**src/rtl/led_stretch_pwm_pkg.sv**
```systemverilog
// LED stretcher/PWM shared types.
// Channel state encoding and state decode helpers.
package led_stretch_pwm_pkg;

  typedef enum logic [1:0] {
    LED_OFF      = 2'b00,
    LED_ON_HOLD  = 2'b01,
    LED_ON       = 2'b10,
    LED_OFF_HOLD = 2'b11
  } led_st_e;

  function automatic logic st_lit(led_st_e s);
    return (s == LED_ON_HOLD) || (s == LED_ON);
  endfunction

  function automatic logic st_hold(led_st_e s);
    return (s == LED_ON_HOLD) || (s == LED_OFF_HOLD);
  endfunction

endpackage

```
**src/rtl/led_stretch_pwm_if.sv**
```systemverilog
// Pin-side bundle of the LED stretcher/PWM stage.
// master drives core levels and duty; slave drives pins.
interface led_stretch_pwm_if #(
  parameter int NUM_LED = 4,
  parameter int PWM_W   = 4
);
  logic [NUM_LED-1:0] led_i;
  logic [PWM_W-1:0]   duty_i;
  logic [NUM_LED-1:0] led_o;
  logic [NUM_LED-1:0] busy_o;
  logic               tick_o;

  modport master (
    output led_i, duty_i,
    input  led_o, busy_o, tick_o
  );

  modport slave (
    input  led_i, duty_i,
    output led_o, busy_o, tick_o
  );
endinterface

```
**src/rtl/led_stretch_pwm_chan.sv**
```systemverilog
// One LED channel: hold FSM plus hold-tick counter.
// Outputs reflect the next state so the top can register them.
module led_chan
  import led_stretch_pwm_pkg::*;
#(
  parameter int MIN_HOLD = 20
) (
  input  logic clk,
  input  logic rst,
  input  logic tick,
  input  logic lvl_i,
  output logic lit_o,
  output logic busy_o
);

  localparam int HW = $clog2(MIN_HOLD + 1);
  localparam logic [HW-1:0] HOLD = HW'(MIN_HOLD);

  led_st_e st, st_nx;
  logic [HW-1:0] hcnt, hcnt_nx;
  logic expire;

  always_ff @(posedge clk) begin
    if (rst) begin
      st   <= LED_OFF;
      hcnt <= '0;
    end else begin
      st   <= st_nx;
      hcnt <= hcnt_nx;
    end
  end

  // expiry reloads before a decrement could wrap hcnt
  assign expire = tick && (hcnt == HW'(1));

  always_comb begin
    st_nx   = st;
    hcnt_nx = hcnt;
    unique case (st)
      LED_OFF: begin
        if (lvl_i) begin
          st_nx   = LED_ON_HOLD;
          hcnt_nx = HOLD;
        end
      end
      LED_ON_HOLD: begin
        if (expire) begin
          if (lvl_i) begin
            st_nx   = LED_ON;
            hcnt_nx = '0;
          end else begin
            st_nx   = LED_OFF_HOLD;
            hcnt_nx = HOLD;
          end
        end else if (tick) begin
          hcnt_nx = hcnt - HW'(1);
        end
      end
      LED_ON: begin
        if (!lvl_i) begin
          st_nx   = LED_OFF_HOLD;
          hcnt_nx = HOLD;
        end
      end
      LED_OFF_HOLD: begin
        if (expire) begin
          if (lvl_i) begin
            st_nx   = LED_ON_HOLD;
            hcnt_nx = HOLD;
          end else begin
            st_nx   = LED_OFF;
            hcnt_nx = '0;
          end
        end else if (tick) begin
          hcnt_nx = hcnt - HW'(1);
        end
      end
    endcase
  end

  assign lit_o  = st_lit(st_nx);
  assign busy_o = st_hold(st_nx);

endmodule

```
**src/rtl/led_stretch_pwm.sv**
```systemverilog
// LED output stage: per-channel pulse stretch, shared PWM dimming.
// Prescaler, PWM counter and pin registers live here.
module led_stretch_pwm
  import led_stretch_pwm_pkg::*;
#(
  parameter int NUM_LED  = 4,
  parameter int CLK_DIV  = 50000,
  parameter int MIN_HOLD = 20,
  parameter int PWM_W    = 4
) (
  input logic             clk,
  input logic             rst,
  led_stretch_pwm_if.slave pins
);

  localparam int DW = $clog2(CLK_DIV);
  localparam logic [DW-1:0]    DIV_TOP = DW'(CLK_DIV - 1);
  localparam logic [PWM_W-1:0] PWM_TOP = ~PWM_W'(1);

  logic [DW-1:0]      div_cnt;
  logic [PWM_W-1:0]   pwm_cnt, pwm_nx;
  logic               tick, pwm_on_nx;
  logic [NUM_LED-1:0] lit_nx, busy_nx;
  logic [NUM_LED-1:0] led_q, busy_q;

  assign tick = (div_cnt == DIV_TOP) && !rst;

  assign pwm_nx = (pwm_cnt == PWM_TOP) ? '0
                                       : pwm_cnt + PWM_W'(1);

  // all-ones duty must stay lit through the count that equals it
  assign pwm_on_nx = (pins.duty_i == '1) ||
                     (pwm_nx < pins.duty_i);

  always_ff @(posedge clk) begin
    if (rst) begin
      div_cnt <= '0;
      pwm_cnt <= '0;
      led_q   <= '0;
      busy_q  <= '0;
    end else begin
      div_cnt <= tick ? '0 : div_cnt + DW'(1);
      pwm_cnt <= pwm_nx;
      led_q   <= lit_nx & {NUM_LED{pwm_on_nx}};
      busy_q  <= busy_nx;
    end
  end

  for (genvar g = 0; g < NUM_LED; g++) begin : g_chan
    led_chan #(
      .MIN_HOLD(MIN_HOLD)
    ) u_chan (
      .clk   (clk),
      .rst   (rst),
      .tick  (tick),
      .lvl_i (pins.led_i[g]),
      .lit_o (lit_nx[g]),
      .busy_o(busy_nx[g])
    );
  end

  assign pins.led_o  = led_q;
  assign pins.busy_o = busy_q;
  assign pins.tick_o = tick;

endmodule

```
**src/flat_wrapper.sv**
```systemverilog
// flat-port wrapper written by rule: the top's interface ports become plain ports
module led_stretch_pwm_flat import led_stretch_pwm_pkg::*;
#(
  parameter int NUM_LED  = 4,
  parameter int CLK_DIV  = 50000,
  parameter int MIN_HOLD = 20,
  parameter int PWM_W    = 4
)
  (clk, rst, pins_led_i, pins_duty_i, pins_led_o, pins_busy_o, pins_tick_o);
  led_stretch_pwm_if #(.NUM_LED(NUM_LED), .PWM_W(PWM_W)) pins_i ();
  input logic clk;
  input logic rst;
  input wire logic [$bits(pins_i.led_i)-1:0] pins_led_i;
  input wire logic [$bits(pins_i.duty_i)-1:0] pins_duty_i;
  output wire logic [$bits(pins_i.led_o)-1:0] pins_led_o;
  output wire logic [$bits(pins_i.busy_o)-1:0] pins_busy_o;
  output wire logic [$bits(pins_i.tick_o)-1:0] pins_tick_o;
  assign pins_i.led_i = pins_led_i;
  assign pins_i.duty_i = pins_duty_i;
  assign pins_led_o = pins_i.led_o;
  assign pins_busy_o = pins_i.busy_o;
  assign pins_tick_o = pins_i.tick_o;
  led_stretch_pwm #(.NUM_LED(NUM_LED), .CLK_DIV(CLK_DIV), .MIN_HOLD(MIN_HOLD), .PWM_W(PWM_W)) u_core (.clk(clk), .rst(rst), .pins(pins_i));
endmodule
```
**config.mk**
```make
export PLATFORM = sky130hd
export DESIGN_NAME = led_stretch_pwm_flat
export DESIGN_NICKNAME = d
export VERILOG_FILES = /design/src/rtl/led_stretch_pwm_pkg.sv /design/src/rtl/led_stretch_pwm_if.sv /design/src/rtl/led_stretch_pwm_chan.sv /design/src/rtl/led_stretch_pwm.sv /design/src/flat_wrapper.sv
export SDC_FILE = /design/constraint.sdc
export NUM_CORES = 1
export LEC_CHECK = 0
export ABC_AREA = 1
export CAP_MARGIN = 10
export CORE_AREA = 2 2 79 81
export DETAILED_ROUTE_END_ITERATION = 10
export DIE_AREA = 0 0 81 83
export PLACE_DENSITY = 0.67
export SYNTH_ARGS = -nofsm -noshare
export SYNTH_HDL_FRONTEND = slang
export SYNTH_SLANG_ARGS = --single-unit
export TNS_END_PERCENT = 1
```
**constraint.sdc**
```tcl
create_clock -name clk -period 2 [get_ports clk]
set_clock_uncertainty 0.1 [all_clocks]
set_input_delay 0.4 -clock clk [delete_from_list [all_inputs] [get_ports clk]]
set_output_delay 0.4 -clock clk [all_outputs]
set_load 0.01 [all_outputs]
```
Word-level counts from Yosys, hierarchy flattened --
Index checks and enable logic that the tools add are counted.
Storage, ports and cells: flip-flop bits (word level) 56, bits in latches 0, memory bits (writable) 0, bits in read-only memories 0, input port bits 10, output and inout port bits 9, memories 0
Operators by class: add/subtract/negate cells 6, multipliers 0, div/mod/pow operators 0, order comparisons 1, eq/ne operators 39, shift-type cells 0, muxes and demuxes 61, bitwise logic cells 1, reductions and logical operators 24
Operator list (count):
- two-way mux 5 bit | 28
- case mux 5 bit (4 select lines) | 4
- equality test 2 bit (second input constant) | 16
- two-way mux 2 bit | 16
- case mux 2 bit (4 select lines) | 4
- equality test 5 x 1 -> 1 bit (second input constant) | 4
- subtractor 5 x 1 -> 5 bit (second input constant) | 4
- adder 16 x 1 -> 16 bit (second input constant) | 1
- equality test 16 bit (second input constant) | 1
- equality test 2 x 1 -> 1 bit (second input constant) | 8
- inequality test 2 bit (second input constant) | 8
- logical OR 1 bit | 9
- equality test 4 bit (second input constant) | 2
- logical NOT 2 bit | 4
- two-way mux 1 bit | 8
- AND reduction 2 bit | 4
- logical AND 1 bit | 5
- adder 4 x 1 -> 4 bit (second input constant) | 1
- AND 4 bit | 1
- less-than comparator 4 bit | 1
- two-way mux 4 bit | 1
- OR reduction 2 bit | 1
- logical NOT 1 bit | 1

Longest topological paths before layout --
Gate-level depths: netlist of the first run.
depth in word-level cells 8, depth in mapped cells 13

Modules after synthesis --
Synthesis of the first run repeated with hierarchy kept, for this count alone.
Unflattened totals: cell total of the unflattened synthesis 535, area, all modules 3515.9 sq um
By module, submodules not included:
- led_chan | times used 4, cells each 88, area each 543.0 sq um
- led_stretch_pwm | times used 1, cells each 183, area each 1343.8 sq um

Worst setup path before layout of the first run --
Ideal clock, no wire load.
path type flip-flop to flip-flop, start register u_core.div_cnt[0], end register u_core.g_chan[3].u_chan.hcnt[3], setup time 0.113 ns, arrival time 1.496 ns, path slack 0.290 ns, cell stages (with the launch flop) 10, buffers on the path 1, period minus slack after synthesis 1.710 ns, path through dfxtp_1 > ha_1 > nand3_1 > nor2_2 > nand3_4 > buf_6 > nor3_2 > nand3_1 > o21ai_1 > nor2_1
Between the ends: cells in the longest elaborated chain, start to end 5
RTL lines:
- from (decl) | line led_stretch_pwm.sv:20 | logic [DW-1:0] div_cnt;
- from (signal assigned) | line led_stretch_pwm.sv:42 | div_cnt <= tick ? '0 : div_cnt + DW'(1);
- equality test 16 bit * | line led_stretch_pwm.sv:26 | assign tick = (div_cnt == DIV_TOP) && !rst;
- logical AND 1 bit * | line led_stretch_pwm.sv:26
- two-way mux 5 bit or logical AND 1 bit (tied branches)
- two-way mux 5 bit, on equally long branches | line led_stretch_pwm_chan.sv:66, led_stretch_pwm_chan.sv:47
- case mux 5 bit (4 select lines) * | line led_stretch_pwm_chan.sv:39 | unique case (st)
- to (signal assigned) | line led_stretch_pwm_chan.sv:29 | hcnt <= hcnt_nx;
- to (decl) | line led_stretch_pwm_chan.sv:20 | logic [HW-1:0] hcnt, hcnt_nx;
Mark *: on every way between the ends. The rest lies on a longest branch, timed or not. A chain may end at the register's enable or synchronous reset.

Final worst setup path of the first run --
start register u_core.div_cnt[1], end register u_core.g_chan[2].u_chan.hcnt[1]
Between the ends: cells in the longest elaborated chain, start to end 5
RTL lines (line):
- equality test 16 bit * | led_stretch_pwm.sv:26
- logical AND 1 bit * | led_stretch_pwm.sv:26
- two-way mux 5 bit or logical AND 1 bit (tied branches)
- two-way mux 5 bit, on equally long branches | led_stretch_pwm_chan.sv:66, led_stretch_pwm_chan.sv:47
- case mux 5 bit (4 select lines) * | led_stretch_pwm_chan.sv:39
- to (signal assigned) | led_stretch_pwm_chan.sv:29
- to (decl) | led_stretch_pwm_chan.sv:20
Marks and branches as above.

==> impl_table.tex, run 1 <==
\begin{tabular}{lr}
\hline
Metric & Value \\
\hline
\multicolumn{2}{l}{\textbf{Finish}} \\
\quad Area added between synthesis and finish & 18.6\% \\
\quad Finished layout cell area & 0.00335 mm2 \\
\quad Fraction of final layout cells with drive strength greater than 1 & 12.4\% \\
\quad Count of antenna diodes in the layout & 0 \\
\quad Number of nets at the end of the flow & around 470 \\
\multicolumn{2}{l}{\textbf{Synth}} \\
\quad Synth top area share & 36.9\% \\
\quad Mean post-synth cell area & 6.87 um2 \\
\quad Leading cell types by total area after synthesis & dfxtp\_1 (37\%), nand2\_1 (11\%), inv\_1 (8.8\%) \\
\quad Compound-gate portion of the synthesized area & 10.3\% \\
\quad Synthesized-area fraction occupied by adder cells & 5.32\% \\
\quad Largest area contributor in the synthesized netlist & dfxtp\_1 \\
\quad Register bit count reported by yosys & between 50 and 60 \\
\quad Number of distinct library cells after synthesis & 35 \\
\quad Simple logic cell fraction of the synthesized area & 32.0\% \\
\quad Mux cell area share after synthesis & 0\% \\
\quad Synthesized area & approximately 0.0028 mm2 \\
\quad Post-synthesis xor/xnor area fraction & 4.34\% \\
\quad Yosys warning count & 0 \\
\quad Share of synthesized area occupied by flip-flops and latches & approximately 37\% \\
\quad Net count of the mapped netlist & around 430 \\
\quad Post-Synthesis Cells & about 400 \\
\quad Dominant combinational cell family by area after synthesis & simple AND/OR/NAND/NOR gates \\
\multicolumn{2}{l}{\textbf{Pwr}} \\
\quad Sequential fraction of design power & between 50 and 60\% \\
\quad Switching power of the nets & about 0.5 mW \\
\quad Pwr dens & 587 mW/mm2 \\
\quad Cell Int Power & 1.47 mW \\
\quad Combinational power share & a little under an eighth \\
\quad Total power of the final layout & 1.97 mW \\
\quad Peak supply drop & approximately 0.00028 V \\
\quad Net switching fraction of the power & approximately a quarter \\
\quad Clk network pwr share & between 30\% and 40\% \\
\quad LEAKAGE & 1.54 nW \\
\multicolumn{2}{l}{\textbf{Clocking}} \\
\quad Number of clock sinks & 52 \\
\quad CTS tree & done \\
\quad Number of clock buffers inserted by TritonCTS & 5 \\
\quad Clock latency reported for the late side of the worst-skew pair & 0.31 ns \\
\quad Root buffer cell & clkbuf\_8 \\
\quad Max H-tree Level & 2 \\
\quad Max clock buf depth & 2 \\
\quad Clock transition at the register clock pins on the worst setup and hold paths after CTS & 0.09 ns \\
\quad Number of hold-repair buffers added at the cts stage & 0 \\
\multicolumn{2}{l}{\textbf{Global route}} \\
\quad Overall global routing resource usage & 17.2\% \\
\quad Vias in the first global route & 2,299 \\
\quad Total grt overflow & 0 \\
\quad Number of antenna violations at the first check in global routing & 0 \\
\quad Wire length of the first global-routing pass & 9430 um \\
\quad Largest net degree at the start of global routing & 24 \\
\multicolumn{2}{l}{\textbf{Detailed routing}} \\
\quad Drc violations & 0 \\
\quad TritonRoute pass-1 iters & 4 \\
\quad Number of nets with antenna violations after detailed routing & 0 \\
\quad Final wirelength & 5320 um \\
\quad Number of design-rule violations left by the first detailed-router iteration & 64 \\
\quad Mean routed wirelength per cell & 10.1 um \\
\quad Via total after detailed routing & $\sim$2.5k \\
\quad Average via count per standard cell & 4.76 \\
\multicolumn{2}{l}{\textbf{STA}} \\
\quad Worst slew margin relative to its limit & 73.8\% \\
\quad Worst-case hold slack & 0.371 ns \\
\quad Final hold vios & 0 \\
\quad Count of endpoints failing setup in the final report & 0 \\
\quad Final critical-path share of the clock period & just over 90\% \\
\quad Slew of the pin with the lowest slew margin & a little under 0.4 ns \\
\quad Post-Route Setup TNS & 0 ns \\
\quad Unrepaired setup endpoints after global routing & yes \\
\quad Highest clock frequency the design can meet & 540 MHz \\
\quad Fin crit period & about 1.9 ns \\
\quad Slew Limit Fails & 0 \\
\quad Worst path setup slack after routing & around 0.15 ns \\
\multicolumn{2}{l}{\textbf{Die}} \\
\quad Die Footprint & 0.00672 mm2 \\
\quad Placeable core region & 0.00582 mm2 \\
\quad Die boundary height & 83 um \\
\quad Width of the die & 81 um \\
\quad IO Count & 19 \\
\quad Number of standard-cell rows in the floorplan & 28 \\
\quad Initial standard-cell utilization of the core & 48.6\% \\
\multicolumn{2}{l}{\textbf{Placement}} \\
\quad Estimated wirelength of the detail-placed design & 3980 um \\
\quad Cell area reported after detailed placement & 0.00321 mm2 \\
\quad Port Buf Inserts & 18 \\
\quad GP Congestion & 0.818 \\
\quad Worst setup slack after placement & -0.168 ns \\
\multicolumn{2}{l}{\textbf{Worst setup path}} \\
\quad Slowest cell delay on critical path & 0.36 ns \\
\quad Critical path peak fanout & 14 \\
\quad Critical path start-end classification & register to register \\
\quad CP Data Required Time & roughly 2.1 ns \\
\quad Startpoint type of the worst setup path & register \\
\quad Critical path, cell by cell & ha\_4 -> nand3\_2 -> nor2\_4 -> nand3\_4 -> buf\_4 -> buf\_4 -> nor2\_1 -> a21oi\_1 -> a211oi\_1 \\
\quad Depth of the critical timing path with buffers and inverters included & 9 \\
\quad Library cell appearing most often on the critical path & buf\_4 \\
\quad Depth of the worst register-to-register path & 9 \\
\quad Arr. time, crit path & 1.98 ns \\
\quad Cell with the largest stage delay on the worst path & dfxtp\_2 \\
\quad CP bufs+invs & 2 \\
\quad Nature of the critical path endpoint & register \\
\quad Category of cells accounting for the largest share of critical-path delay & simple AND/OR/NAND/NOR gates \\
\multicolumn{2}{l}{\textbf{Run}} \\
\quad Number of max-cap violations & 0 \\
\multicolumn{2}{l}{\textbf{Status}} \\
\quad Result of the run & finished, final reports clean \\
\multicolumn{2}{l}{\textbf{Hold path}} \\
\quad Hold depth & 2 \\
\quad Min-delay worst type & register to register \\
\hline
\end{tabular}
## area by class of cell
type / instances / area [um2]
clock buffer: 8 / 90.1
fill: 559 / 2470
inverter: 69 / 259
tap: 75 / 93.8
multi-input combinational: 281 / 1510
timing repair buffer: 41 / 348
sequential: 52 / 1050
## cells in the mapped netlist
cell      count
nand2_1      82
a21oi_1      21
dfxtp_1      52
o21ai_1       3
a22oi_1       1
and3_1        1
nor3_2        1
inv_2         3
xor2_1       11
nor2_2        9
a211oi_1      4
or2_2         1
and2_1        1
inv_1        66
o31ai_1       1
nor4_1        2
nand4_1       3
ha_1         12
clkbuf_1      4
nor3b_1       4
o21ai_0       9
nor3_1        7
buf_4         4
nand3b_1      2
nand3_4       1
a21boi_0      1
nor2_4        1
nor2_1       63
nand3_1      27
a31oi_1       2
o21a_1        2
xnor2_1       3
buf_6         1
o21bai_1      1
o211ai_1      5
## per-layer routing
metal,global-route usage (%),vias to the layer above,wire length (um)
li1,-,1367,-
met1,22.2,1107,2670
met2,28.3,23,2430
met3,3.59,7,141
met4,5.55,0,76
met5,0,-,0
## metrics by stage
step	std cells	utilization, %
2_1_floorplan	411	-
3_3_place_gp	517	55.1
3_5_place_dp	517	55.1
4_1_cts	526	57.1
5_1_grt	526	57.6
6_report	526	57.6
## worst register-to-register path: stages (launching register included)
cell and delay (ns):
dfxtp_2 0.36, ha_4 0.14, nand3_2 0.10, nor2_4 0.16
nand3_4 0.08, buf_4 0.21, buf_4 0.18, nor2_1 0.19
a21oi_1 0.06, a211oi_1 0.20
## cell usage in the layout, fill, tap and decap left out, types with 2 or more instances in the layout
| cell | n |
|---|---|
| clkdlybuf4s50_1 | 17 |
| clkbuf_8 | 6 |
| nor2_4 | 4 |
| nor2_2 | 9 |
| dfxtp_2 | 4 |
| nor4_1 | 2 |
| a211oi_1 | 4 |
| nor3b_1 | 3 |
| inv_1 | 66 |
| xnor2_1 | 3 |
| nor3_1 | 7 |
| a21oi_1 | 21 |
| nand4_1 | 3 |
| ha_1 | 11 |
| nand3b_1 | 2 |
| nor2_1 | 60 |
| inv_2 | 3 |
| buf_4 | 23 |
| dfxtp_1 | 48 |
| xor2_1 | 11 |
| nand2_1 | 82 |
| o211ai_1 | 5 |
| o21ai_1 | 3 |
| nand3_1 | 26 |
| o21a_1 | 2 |
| a31oi_1 | 2 |
| o21ai_0 | 9 |
| clkbuf_1 | 2 |
## cells by family (layout without fill, tap and decap cells)
group / Yosys count / in the layout
AND/OR/NAND/NOR: 205 / 205
buffers and inverters: 78 / 118
flip-flops: 52 / 52
AO/OA/AOI/OAI: 50 / 50
XOR/XNOR: 14 / 14
adder cells (fa/ha/maj): 12 / 12
## final timing paths
kind                                   start                              end  slack (ns)
min reg2reg  u_core.g_chan[1].u_chan.hcnt[1]  u_core.g_chan[1].u_chan.hcnt[1]        0.37
max reg2reg                u_core.div_cnt[1]  u_core.g_chan[2].u_chan.hcnt[1]        0.15
min          u_core.g_chan[1].u_chan.hcnt[1]  u_core.g_chan[1].u_chan.hcnt[1]        0.37
max                        u_core.div_cnt[1]  u_core.g_chan[2].u_chan.hcnt[1]        0.15
## sequential cells by signal, indices dropped and copies added (netlist names)
name and flops:
u_core.pins.busy_o 2, u_core.g_chan.u_chan.st 6, u_core.div_cnt 16, u_core.pwm_cnt 4
u_core.pins.led_o 4, u_core.g_chan.u_chan.hcnt 20
## power groups by stage
stage	Clock [mW]	Combinational, mW	Sequential, mW
floorplan	0	0.145	1.13
CTS	0.654	0.237	1.10
finish	0.622	0.237	1.11
global route	0.691	0.270	1.11
detailed placement	0	0.234	1.13
global placement	0	0.232	1.13
## what timing repair did
item / in CTS / in global routing
setup endpoints to repair: 1 / 11
resized for setup: 7 / 11
pin swaps: 2 / 1
gates cloned: 0 / 0
buffers inserted: 1 / 0
No activity file was read; power rests on OpenSTA's default activity.
==> inputs of run 2 (changes only) <==
CAP_MARGIN = 20   (was 10)
==> results of run 2 <==
No change in the layout: final DEF, timing and power equal those of run 1.
==> inputs of run 3 (changes only) <==
CORE_AREA = 2 2 83 85   (was 2 2 79 81)
CTS_BUF_LIST = sky130_fd_sc_hd__clkbuf_4 sky130_fd_sc_hd__clkbuf_8   (was unset)
DIE_AREA = 0 0 85 87   (was 0 0 81 83)
PLACE_DENSITY = unset   (was 0.67)
==> run 3 against run 2 <==
Compared with the run above:
- die area up 10%
- fmax up 0.11%
- critical endpoint is now u_core.g_chan[2].u_chan.hcnt[0]
- total power up 0.10%
- critical path depth unchanged
- hold slack worse by 0.0048 ns
- clock power about the same
- worst setup slack better by 0.0020 ns
==> impl_table.tex, run 3 (synthesized netlist as in run 1, its figures left out) <==
\begin{tabular}{lr}
\hline
Metric & Value \\
\hline
\multicolumn{2}{l}{\textbf{Detailed routing}} \\
\quad Mean routed wirelength per cell & 10.3 um (was 10.1 um) \\
\quad Number of nets with antenna violations after detailed routing & 0 (unchanged) \\
\quad TritonRoute pass-1 iters & 4 (unchanged) \\
\quad Average via count per standard cell & 4.70 (was 4.76) \\
\quad Via total after detailed routing & 2,492 (was 2,504) \\
\quad Drc violations & 0 (unchanged) \\
\quad Number of design-rule violations left by the first detailed-router iteration & 126 (was 64) \\
\quad Final wirelength & 5450 um (was 5320 um) \\
\multicolumn{2}{l}{\textbf{Worst setup path}} \\
\quad Capturing point of the worst reg2reg path & u\_core.g\_chan[2].u\_chan.hcnt[0] (was u\_core.g\_chan[2].u\_chan.hcnt[1]) \\
\quad CP Data Required Time & 2.09 ns (was 2.13 ns) \\
\quad Critical path peak fanout & 13 (was 14) \\
\quad Slack of the worst reg-to-reg path & 0.15 ns (about the same) \\
\quad Depth of the worst register-to-register path & 9 (unchanged) \\
\quad Arr. time, crit path & 1.94 ns (was 1.98 ns) \\
\quad Source of the critical timing path & u\_core.div\_cnt[1] (unchanged) \\
\quad Startpoint of the most critical register-to-register path & u\_core.div\_cnt[1] (unchanged) \\
\quad Nature of the critical path endpoint & register (unchanged) \\
\quad Startpoint type of the worst setup path & register (unchanged) \\
\quad Critical path start-end classification & register to register (unchanged) \\
\multicolumn{2}{l}{\textbf{Die}} \\
\quad Placeable core region & 0.00657 mm2 (was 0.00582 mm2) \\
\quad Number of standard-cell rows in the floorplan & 30 (was 28) \\
\quad Initial standard-cell utilization of the core & 43.0\% (was 48.6\%) \\
\quad IO Count & 19 (unchanged) \\
\quad Width of the die & 85 um (was 81 um) \\
\quad Die boundary height & 87 um (was 83 um) \\
\quad Die Footprint & 0.00740 mm2 (was 0.00672 mm2) \\
\multicolumn{2}{l}{\textbf{Clocking}} \\
\quad CTS tree & done (unchanged) \\
\quad Number of hold-repair buffers added at the cts stage & 0 (unchanged) \\
\quad Root buffer cell & clkbuf\_8 (unchanged) \\
\quad Clock latency reported for the late side of the worst-skew pair & 0.31 ns (about the same) \\
\quad Number of clock buffers inserted by TritonCTS & 5 (unchanged) \\
\quad Max clock buf depth & 2 (unchanged) \\
\quad Max H-tree Level & 2 (unchanged) \\
\quad Number of clock sinks & 52 (unchanged) \\
\quad Clock transition at the register clock pins on the worst setup and hold paths after CTS & 0.09 ns (about the same) \\
\multicolumn{2}{l}{\textbf{STA}} \\
\quad Final critical-path share of the clock period & 92.5\% (was 92.6\%) \\
\quad Worst-case hold slack & 0.367 ns (was 0.371 ns) \\
\quad Worst path setup slack after routing & 0.150 ns (was 0.148 ns) \\
\quad Fin crit period & 1.85 ns (about the same) \\
\quad Final hold vios & 0 (unchanged) \\
\quad Slew of the pin with the lowest slew margin & 0.384 ns (was 0.391 ns) \\
\quad Post-Route Setup TNS & 0 ns (unchanged) \\
\quad Highest clock frequency the design can meet & 540 MHz (about the same) \\
\quad Slew Limit Fails & 0 (unchanged) \\
\quad Count of endpoints failing setup in the final report & 0 (unchanged) \\
\quad Unrepaired setup endpoints after global routing & yes (unchanged) \\
\quad Worst slew margin relative to its limit & 74.3\% (was 73.8\%) \\
\multicolumn{2}{l}{\textbf{Finish}} \\
\quad Register area & 0.00104 mm2 (was 0.00105 mm2) \\
\quad Count of antenna diodes in the layout & 0 (unchanged) \\
\quad Area of the multi-input gates & 0.00152 mm2 (was 0.00151 mm2) \\
\quad Number of nets at the end of the flow & 471 (was 472) \\
\quad Flip-flop count of the largest register, all copies and words added & 20 (unchanged) \\
\quad Largest registers & u\_core.g\_chan.u\_chan.hcnt: 20 flops, u\_core.div\_cnt: 16 flops, u\_core.g\_chan.u\_chan.st: 6 flops (unchanged) \\
\quad Fraction of final layout cells with drive strength greater than 1 & 12.4\% (about the same) \\
\quad Finished layout cell area & 0.00335 mm2 (about the same) \\
\quad Most common cell after layout, fill and taps aside & nand2\_1 (unchanged) \\
\quad Fill cells & 657 (was 559) \\
\quad Area added between synthesis and finish & 18.8\% (was 18.6\%) \\
\quad Register ranked first by flip-flop count & u\_core.g\_chan.u\_chan.hcnt (unchanged) \\
\quad Top library cells by usage in the layout, fill and taps aside & nand2\_1 (82), inv\_1 (66), nor2\_1 (61) (was nand2\_1 (82), inv\_1 (66), nor2\_1 (60)) \\
\multicolumn{2}{l}{\textbf{Global route}} \\
\quad Number of antenna violations at the first check in global routing & 0 (unchanged) \\
\quad Total grt overflow & 0 (unchanged) \\
\quad Overall global routing resource usage & 15.5\% (was 17.2\%) \\
\quad Largest net degree at the start of global routing & 24 (unchanged) \\
\quad Vias in the first global route & 2,254 (was 2,299) \\
\quad Wire length of the first global-routing pass & 9490 um (was 9430 um) \\
\multicolumn{2}{l}{\textbf{Pwr}} \\
\quad LEAKAGE & 1.53 nW (was 1.54 nW) \\
\quad Peak supply drop & 0.000269 V (was 0.000280 V) \\
\quad Pwr dens & 587 mW/mm2 (about the same) \\
\multicolumn{2}{l}{\textbf{Placement}} \\
\quad Port Buf Inserts & 18 (unchanged) \\
\quad GP Congestion & 0.802 (was 0.818) \\
\quad Estimated wirelength of the detail-placed design & 4160 um (was 3980 um) \\
\quad Worst setup slack after placement & -0.143 ns (was -0.168 ns) \\
\quad Cell area reported after detailed placement & 0.00321 mm2 (about the same) \\
\multicolumn{2}{l}{\textbf{Status}} \\
\quad Result of the run & finished, final reports clean (unchanged) \\
\multicolumn{2}{l}{\textbf{Hold path}} \\
\quad Sink of the worst hold path & u\_core.g\_chan[1].u\_chan.hcnt[1] (unchanged) \\
\quad Hold Crit Start & u\_core.g\_chan[1].u\_chan.hcnt[1] (unchanged) \\
\quad Hold depth & 2 (unchanged) \\
\quad Min-delay worst type & register to register (unchanged) \\
\multicolumn{2}{l}{\textbf{Run}} \\
\quad Number of max-cap violations & 0 (unchanged) \\
\hline
\end{tabular}
[run 3: worst max-delay path by stage]
| stage | end | slack, ns |
|---|---|---|
| finish | u_core.g_chan[2].u_chan.hcnt[0] | 0.15 |
| global route | u_core.g_chan[3].u_chan.hcnt[3] | -0.006 |
| CTS | pins_tick_o | 0.003 |
| detailed placement | pins_tick_o | -0.14 |
| global placement | pins_tick_o | -0.15 |
| floorplan | u_core.g_chan[3].u_chan.hcnt[3] | 0.29 |
[run 3: layout make-up]
| cell class | count | area share (%) |
|---|---|---|
| multi-input cells | 281 | 45.2 |
| flip-flops and latches | 52 | 31.1 |
| repair buffers | 40 | 10.1 |
| inverters | 69 | 7.72 |
| well taps | 80 | 2.98 |
| clock buffers | 6 | 2.28 |
| clock inverters | 2 | 0.485 |
[run 3: what timing repair did]
| item | 4_1_cts | 5_1_grt |
|---|---|---|
| buffers inserted | 0 | 0 |
| pin swaps | 1 | 2 |
| endpoints found under the setup margin | 1 | 11 |
| gates resized for setup | 7 | 10 |
[run 3: per-stage QoR]
stage	cells	power [mW]	utilization [%]
detailed placement	522	1.36	48.9
finish	530	1.97	51.1
CTS	530	1.99	50.5
global placement	522	1.36	48.9
floorplan	411	1.27	-
global route	530	2.07	51.1
[run 3: routing by layer]
metal / global-route usage [%] / routed length (um) / vias to the layer above
li1: - / - / 1372
met1: 21.0 / 2830 / 1095
met2: 25.3 / 2420 / 18
met3: 3.03 / 138 / 7
met4: 4.47 / 63 / 0
met5: 0 / 0 / -
[run 3: worst max-delay path, stage by stage (launching register included)]
cell     delay, ns
dfxtp_2       0.36
ha_4          0.16
nand3_4       0.08
nor2_4        0.15
nand3_4       0.08
buf_4         0.21
o21ai_1       0.26
inv_1         0.12
nor2_1        0.16
nor3_1        0.06
[run 3: where the power goes]
part           switching (mW)  total (mW)  internal [mW]
clock network           0.358       0.622          0.263
logic                   0.127       0.237          0.111
registers              0.0336        1.11           1.07
